## src/rtl/uart_rx_seq.sv

```systemverilog
// uart_rx_seq: UART receive sequencer. It detects the start bit, samples each bit at its
// centre from the oversampling tick, checks parity and framing, and writes good characters
// to the RX FIFO.
// Optional build macro UART_RX_MAJORITY_EN selects a 2-of-3 vote around each sample point.
// When it is enabled, every decision happens one tick later.
module uart_rx_seq #(
    parameter int DATA_BITS  = 8,
    parameter int OVERSAMPLE = 16,
    parameter int PARITY_ON  = 1,
    parameter int PARITY_ODD = 0
) (
    input  logic                 clk,
    input  logic                 rst_n,
    input  logic                 baud_tick,
    input  logic                 rx_in,
    input  logic                 fifo_full,
    input  logic                 err_clr,
    output logic                 fifo_we,
    output logic [DATA_BITS-1:0] rx_data,
    output logic                 busy,
    output logic                 parity_err,
    output logic                 frame_err,
    output logic                 overrun_err
);
    localparam int TW  = $clog2(OVERSAMPLE);
    localparam int BW  = $clog2(DATA_BITS);
    localparam int MID = OVERSAMPLE / 2;

    typedef enum logic [2:0] {IDLE, START, DATA, PARITY, STOP, WAIT_IDLE} state_t;

    state_t                 state_q, state_d;
    logic [TW-1:0]          tick_q, tick_d;
    logic [BW-1:0]          bit_q, bit_d;
    logic [DATA_BITS-1:0]   shreg_q, shreg_d;
    logic                   xor_q, xor_d;
    logic                   ppend_q, ppend_d;   // parity mismatch seen in this frame
    logic                   fin_q, fin_d;       // stop bit decided on the previous edge
    logic                   stop_q, stop_d;     // decided stop-bit value
    logic                   we_q, we_d;
    logic [DATA_BITS-1:0]   data_q, data_d;
    logic                   perr_q, perr_d, ferr_q, ferr_d, oerr_q, oerr_d;
    logic                   samp;               // this tick is the decision point of a bit
    logic                   bit_val;            // decided line value at that point

`ifdef UART_RX_MAJORITY_EN
    // The counter starts one tick into the period so that bit periods stay aligned after
    // the one-tick-late start decision.
    localparam logic [TW-1:0] TRELOAD = TW'(1);
    logic [1:0] hist_q;
    logic       arm_q, arm_d;

    // Keep the last two tick samples of the line; arm the vote on the tick before the decision.
    always_ff @(posedge clk or negedge rst_n) begin
        if (!rst_n) begin
            hist_q <= '0;
            arm_q  <= 1'b0;
        end else begin
            arm_q <= arm_d;
            if (baud_tick) hist_q <= {hist_q[0], rx_in};
        end
    end

    // The vote window is the two stored samples plus the current tick.
    always_comb begin
        arm_d = arm_q;
        if (baud_tick)
            arm_d = (state_q == START && tick_q == TW'(MID - 1)) ||
                    ((state_q == DATA || state_q == PARITY || state_q == STOP) &&
                     tick_q == TW'(OVERSAMPLE - 1));
        samp    = arm_q;
        bit_val = (hist_q[1] & hist_q[0]) | (hist_q[1] & rx_in) | (hist_q[0] & rx_in);
    end
`else
    localparam logic [TW-1:0] TRELOAD = '0;

    // Single sample taken at the bit centre.
    always_comb begin
        samp    = (state_q == START) ? (tick_q == TW'(MID - 1)) : (tick_q == TW'(OVERSAMPLE - 1));
        bit_val = rx_in;
    end
`endif

    // State and datapath registers.
    always_ff @(posedge clk or negedge rst_n) begin
        if (!rst_n) begin
            state_q <= IDLE;
            tick_q  <= '0;
            bit_q   <= '0;
            shreg_q <= '0;
            xor_q   <= 1'b0;
            ppend_q <= 1'b0;
            fin_q   <= 1'b0;
            stop_q  <= 1'b0;
            we_q    <= 1'b0;
            data_q  <= '0;
            perr_q  <= 1'b0;
            ferr_q  <= 1'b0;
            oerr_q  <= 1'b0;
        end else begin
            state_q <= state_d;
            tick_q  <= tick_d;
            bit_q   <= bit_d;
            shreg_q <= shreg_d;
            xor_q   <= xor_d;
            ppend_q <= ppend_d;
            fin_q   <= fin_d;
            stop_q  <= stop_d;
            we_q    <= we_d;
            data_q  <= data_d;
            perr_q  <= perr_d;
            ferr_q  <= ferr_d;
            oerr_q  <= oerr_d;
        end
    end

    // Next state: the FSM moves on baud ticks. Frame results commit one clock later.
    always_comb begin
        state_d = state_q;
        tick_d  = tick_q;
        bit_d   = bit_q;
        shreg_d = shreg_q;
        xor_d   = xor_q;
        ppend_d = ppend_q;
        fin_d   = 1'b0;
        stop_d  = stop_q;
        if (baud_tick) begin
            tick_d = (tick_q == TW'(OVERSAMPLE - 1)) ? '0 : tick_q + 1'b1;
            case (state_q)
                IDLE: if (!rx_in) begin
                    state_d = START;
                    tick_d  = '0;
                end
                START: if (samp) begin
                    if (bit_val) state_d = IDLE;
                    else begin
                        state_d = DATA;
                        tick_d  = TRELOAD;
                        bit_d   = '0;
                        xor_d   = 1'b0;
                        ppend_d = 1'b0;
                    end
                end
                DATA: if (samp) begin
                    shreg_d = {bit_val, shreg_q[DATA_BITS-1:1]};
                    xor_d   = xor_q ^ bit_val;
                    if (bit_q == BW'(DATA_BITS - 1)) state_d = (PARITY_ON != 0) ? PARITY : STOP;
                    else bit_d = bit_q + 1'b1;
                end
                PARITY: if (samp) begin
                    ppend_d = xor_q ^ bit_val ^ 1'(PARITY_ODD);
                    state_d = STOP;
                end
                STOP: if (samp) begin
                    fin_d   = 1'b1;
                    stop_d  = bit_val;
                    state_d = bit_val ? IDLE : WAIT_IDLE;
                end
                WAIT_IDLE: if (rx_in) state_d = IDLE;
                default: state_d = IDLE;
            endcase
        end
        // On the clock after the stop decision: write, or flag why the write was dropped.
        // A set wins over err_clr in the same cycle.
        we_d   = fin_q && stop_q && !ppend_q && !fifo_full;
        data_d = we_d ? shreg_q : data_q;
        perr_d = (fin_q && stop_q && ppend_q) || (perr_q && !err_clr);
        ferr_d = (fin_q && !stop_q) || (ferr_q && !err_clr);
        oerr_d = (fin_q && stop_q && !ppend_q && fifo_full) || (oerr_q && !err_clr);
    end

    // Outputs.
    always_comb begin
        busy        = (state_q != IDLE);
        fifo_we     = we_q;
        rx_data     = data_q;
        parity_err  = perr_q;
        frame_err   = ferr_q;
        overrun_err = oerr_q;
    end
endmodule
```

## config.mk

```make
export PLATFORM = sky130hd
export DESIGN_NAME = uart_rx_seq
export DESIGN_NICKNAME = d
export VERILOG_FILES = /design/src/rtl/uart_rx_seq.sv
export SDC_FILE = /design/constraint.sdc
export NUM_CORES = 1
export LEC_CHECK = 0
export ABC_AREA = 1
export BUFFER_PORTS_ARGS = -buffer_cell sky130_fd_sc_hd__clkbuf_2
export CAP_MARGIN = 20
export CORE_MARGIN = 2
export CORE_UTILIZATION = 57
export CTS_CLUSTER_DIAMETER = 60
export DETAILED_ROUTE_END_ITERATION = 6
export GPL_TIMING_DRIVEN = 0
export PLACE_DENSITY = 0.84
export SLEW_MARGIN = 20
export SYNTH_ARGS = -nofsm -noshare
export SYNTH_HDL_FRONTEND = slang
export SYNTH_SLANG_ARGS = --single-unit
export TNS_END_PERCENT = 10
```

## constraint.sdc

```tcl
create_clock -name clk -period 1.59 [get_ports clk]
set_input_delay 0.318 -clock clk [delete_from_list [all_inputs] [get_ports clk]]
set_output_delay 0.318 -clock clk [all_outputs]
set_load 0.02 [all_outputs]
```

==> results.ini <==
[setup_path]
crit_chain = nor2_4 > nand2_1 > clkbuf_2
required_ns = 1.27
startpoint_type = register
path_class = reg -> out
slowest_delay_ns = 0.47
arrival_ns = 1.23
critPathCaptureType = primary output
critPathMaxFanout = 5
crit_slowest_cell = dfrtp_2

[synthesis]
synth.net_count = 213
yosysTopAreaCell = dfrtp_1
async_flop_share_pct = 100
synth.distinct_cells = 25
synth-edff-count = 0
syn_avg_cell_area_um2 = 8.53
ys.flop_type = dfrtp_1
synth_seq_cells = 34
syn_inst = 204
synth_top_cell_area_share_pct = 48.9
yosys_warnings = 0
yosysSeqAreaShare_pct = 48.9
yosys-top-cells-area = dfrtp_1 (49%), nand2_1 (17%), nand3_2 (5.2%)
syn_area_um2 = 1740

[timing]
rsz0062_at_grt = yes
hold_viol = 0
slew_headroom_pct = 45.7
finalSetupTns_ns = 0
clock_skew_ns = 0.0110
slew_violations = 0
setup_ws_ns = 0.0381
setup_viol = 0
finalCritPeriodShare_pct = 97.6
finalCriticalPeriod_ns = 1.55
tightestPinTransition_ns = 0.814
clock.fmax_mhz = 644

[die]
die_h_um = 59.3
core-area_um2 = 2980
num_rows = 20
dieArea_um2 = 3510
die_w_um = 59.3
start_util_pct = 58.4
io_pins = 19

[finish]
finish.instance_area_um2 = 2000
antenna_cells = 0
syn_to_final_growth_pct = 15.2
drive_above_1_share_pct = 29.7
finish.utilization_pct = 67.3
fill_cells = 253
final_nets = 241

[clock_tree]
cts_max_path_buffers = 2
clk_latency_ns = 0.34
ctsHoldBuffers = 0
clkTransAtPathRegs_ns = 0.11
cts-root-buf = clkbuf_4
h-tree-depth = 2
cts.sinks = 34
cts-buffers-inserted = 5
cts_tree = done

[power_and_ir_drop]
irDropWorstVdd_mv = 1.03
p_per_area_nw_per_um2 = 1440
leakagePower_nw = 1.09

[placed_design]
port_buffers = 16
pre_cts_ws_ns = 0.0501
routabilityCongestion = 0.853
hpwlAfterDp_um = 2200
dpl_cell_area_um2 = 1860

[grt]
grtUsageTotal_pct = 20.5
grt_antenna_before_repair = 0
grt_pass1_vias = 1269
overflow = 0
grt_max_degree = 35
grt_pass1_wl_um = 5320

[run_status]
status = finished clean

[drt]
routed_wl_um = 3170
routed_via_density = 5.30
ant_nets = 0
drt-initial-drc-count = 49
drcViolationCount = 0
wl_per_cell_um = 12.0
vias = 1404
dr.pass1.iters = 4

[flow_run]
maxCapViolCount = 0

[worst_hold_path]
worstHoldPathType = in -> async

stage by stage:
step	total power [mW]	hold slack [ns]	std cells
2_1_floorplan	2.00	0.0224	204
3_3_place_gp	2.18	0.452	253
3_5_place_dp	2.21	0.451	253
4_1_cts	2.66	0.0774	260
5_1_grt	3.09	0.0882	265
6_report	2.88	0.0510	265
routing by layer:
| metal | global-route usage [%] | vias up | part of all wire [%] |
|---|---|---|---|
| met4 | 8.77 | 0 | 1.6 |
| li1 | - | 701 | - |
| met5 | 0 | - | 0 |
| met3 | 7.21 | 7 | 3.7 |
| met1 | 25.6 | 670 | 47 |
| met2 | 32.2 | 26 | 48 |
cell usage in the layout (no fill, tap or decap), types with 2 or more instances in the layout:
| cell type | instances |
|---|---|
| a21oi_1 | 2 |
| buf_12 | 2 |
| buf_4 | 4 |
| clkbuf_2 | 18 |
| clkbuf_4 | 5 |
| clkinv_2 | 3 |
| dfrtp_1 | 32 |
| dfrtp_2 | 2 |
| ha_1 | 2 |
| inv_1 | 13 |
| inv_2 | 3 |
| nand2_1 | 76 |
| nand2_2 | 7 |
| nand2_4 | 3 |
| nand3_1 | 12 |
| nand3_2 | 10 |
| nand3b_1 | 2 |
| nor2_1 | 11 |
| nor2_2 | 2 |
| nor2_4 | 3 |
| o21ai_0 | 9 |
| o22ai_1 | 2 |
synth_stat cells (3+ instances only):
cell type / count
nand2_1: 78
dfrtp_1: 34
inv_1: 13
nand3_1: 13
nor2_1: 11
nand3_2: 9
o21ai_0: 9
nand2_2: 8
nor2_2: 4
ha_1: 3
inv_2: 3
cells by family (layout without fill, tap and decap cells):
| group | count (synthesis) | in the layout | synth area share, % |
|---|---|---|---|
| XOR/XNOR | 1 | 1 | 0.503 |
| flip-flops | 34 | 34 | 48.9 |
| AO/OA/AOI/OAI | 15 | 15 | 4.82 |
| adder cells (fa/ha/maj) | 3 | 3 | 2.16 |
| AND/OR/NAND/NOR | 129 | 129 | 36.7 |
| buffers and inverters | 22 | 50 | 6.97 |
path summary, 6_finish.rpt:
kind / start / end / slack (ns) / cells past startpoint
worst min-delay path: rst_n / state_q[0] / 0.05 / 1
worst max register to register: bit_q[0] / bit_q[2] / 0.08 / 8
min in group clk: err_clr / overrun_err / 0.19 / 2
max in group asynchronous: rst_n / state_q[1] / 0.99 / 1
worst max-delay path: state_q[1] / busy / 0.04 / 3
worst min register to register: rx_data[4] / rx_data[4] / 0.47 / 2
final cells by class:
type | count | area (um^2) | share of cell area, %
sequential | 34 | 853 | 42.6
multi-input combinational | 148 | 820 | 40.9
timing repair buffer | 21 | 121 | 6.05
inverter | 18 | 71.3 | 3.56
buffer | 4 | 50.0 | 2.50
tap | 33 | 41.3 | 2.06
clock buffer | 5 | 37.5 | 1.87
clock inverter | 2 | 10.0 | 0.499
power breakdown:
part / switching [mW] / internal (mW)
registers: 0.179 / 1.01
clock network: 0.281 / 0.159
logic: 0.751 / 0.496
worst max-delay path: cells and delay by family, from the launching register on:
family	cells	cell delay, ns
flip-flops	1	0.47
AND/OR/NAND/NOR	2	0.27
buffers and inverters	1	0.16
timing repair:
action	4_1_cts	5_1_grt
buffers inserted	0	5
gates resized for setup	1	13
pin swaps	0	3
endpoints found under the setup margin	1	26
registers in the layout (all words and copies together) (netlist names):
signal and flops:
tick_q 4, parity_err 1, rx_data 8, fin_q 1, fifo_we 1, shreg_q 8, xor_q 1, frame_err 1
ppend_q 1, overrun_err 1, bit_q 3, stop_q 1, state_q 3
No activity file was read; power rests on OpenSTA's default activity.
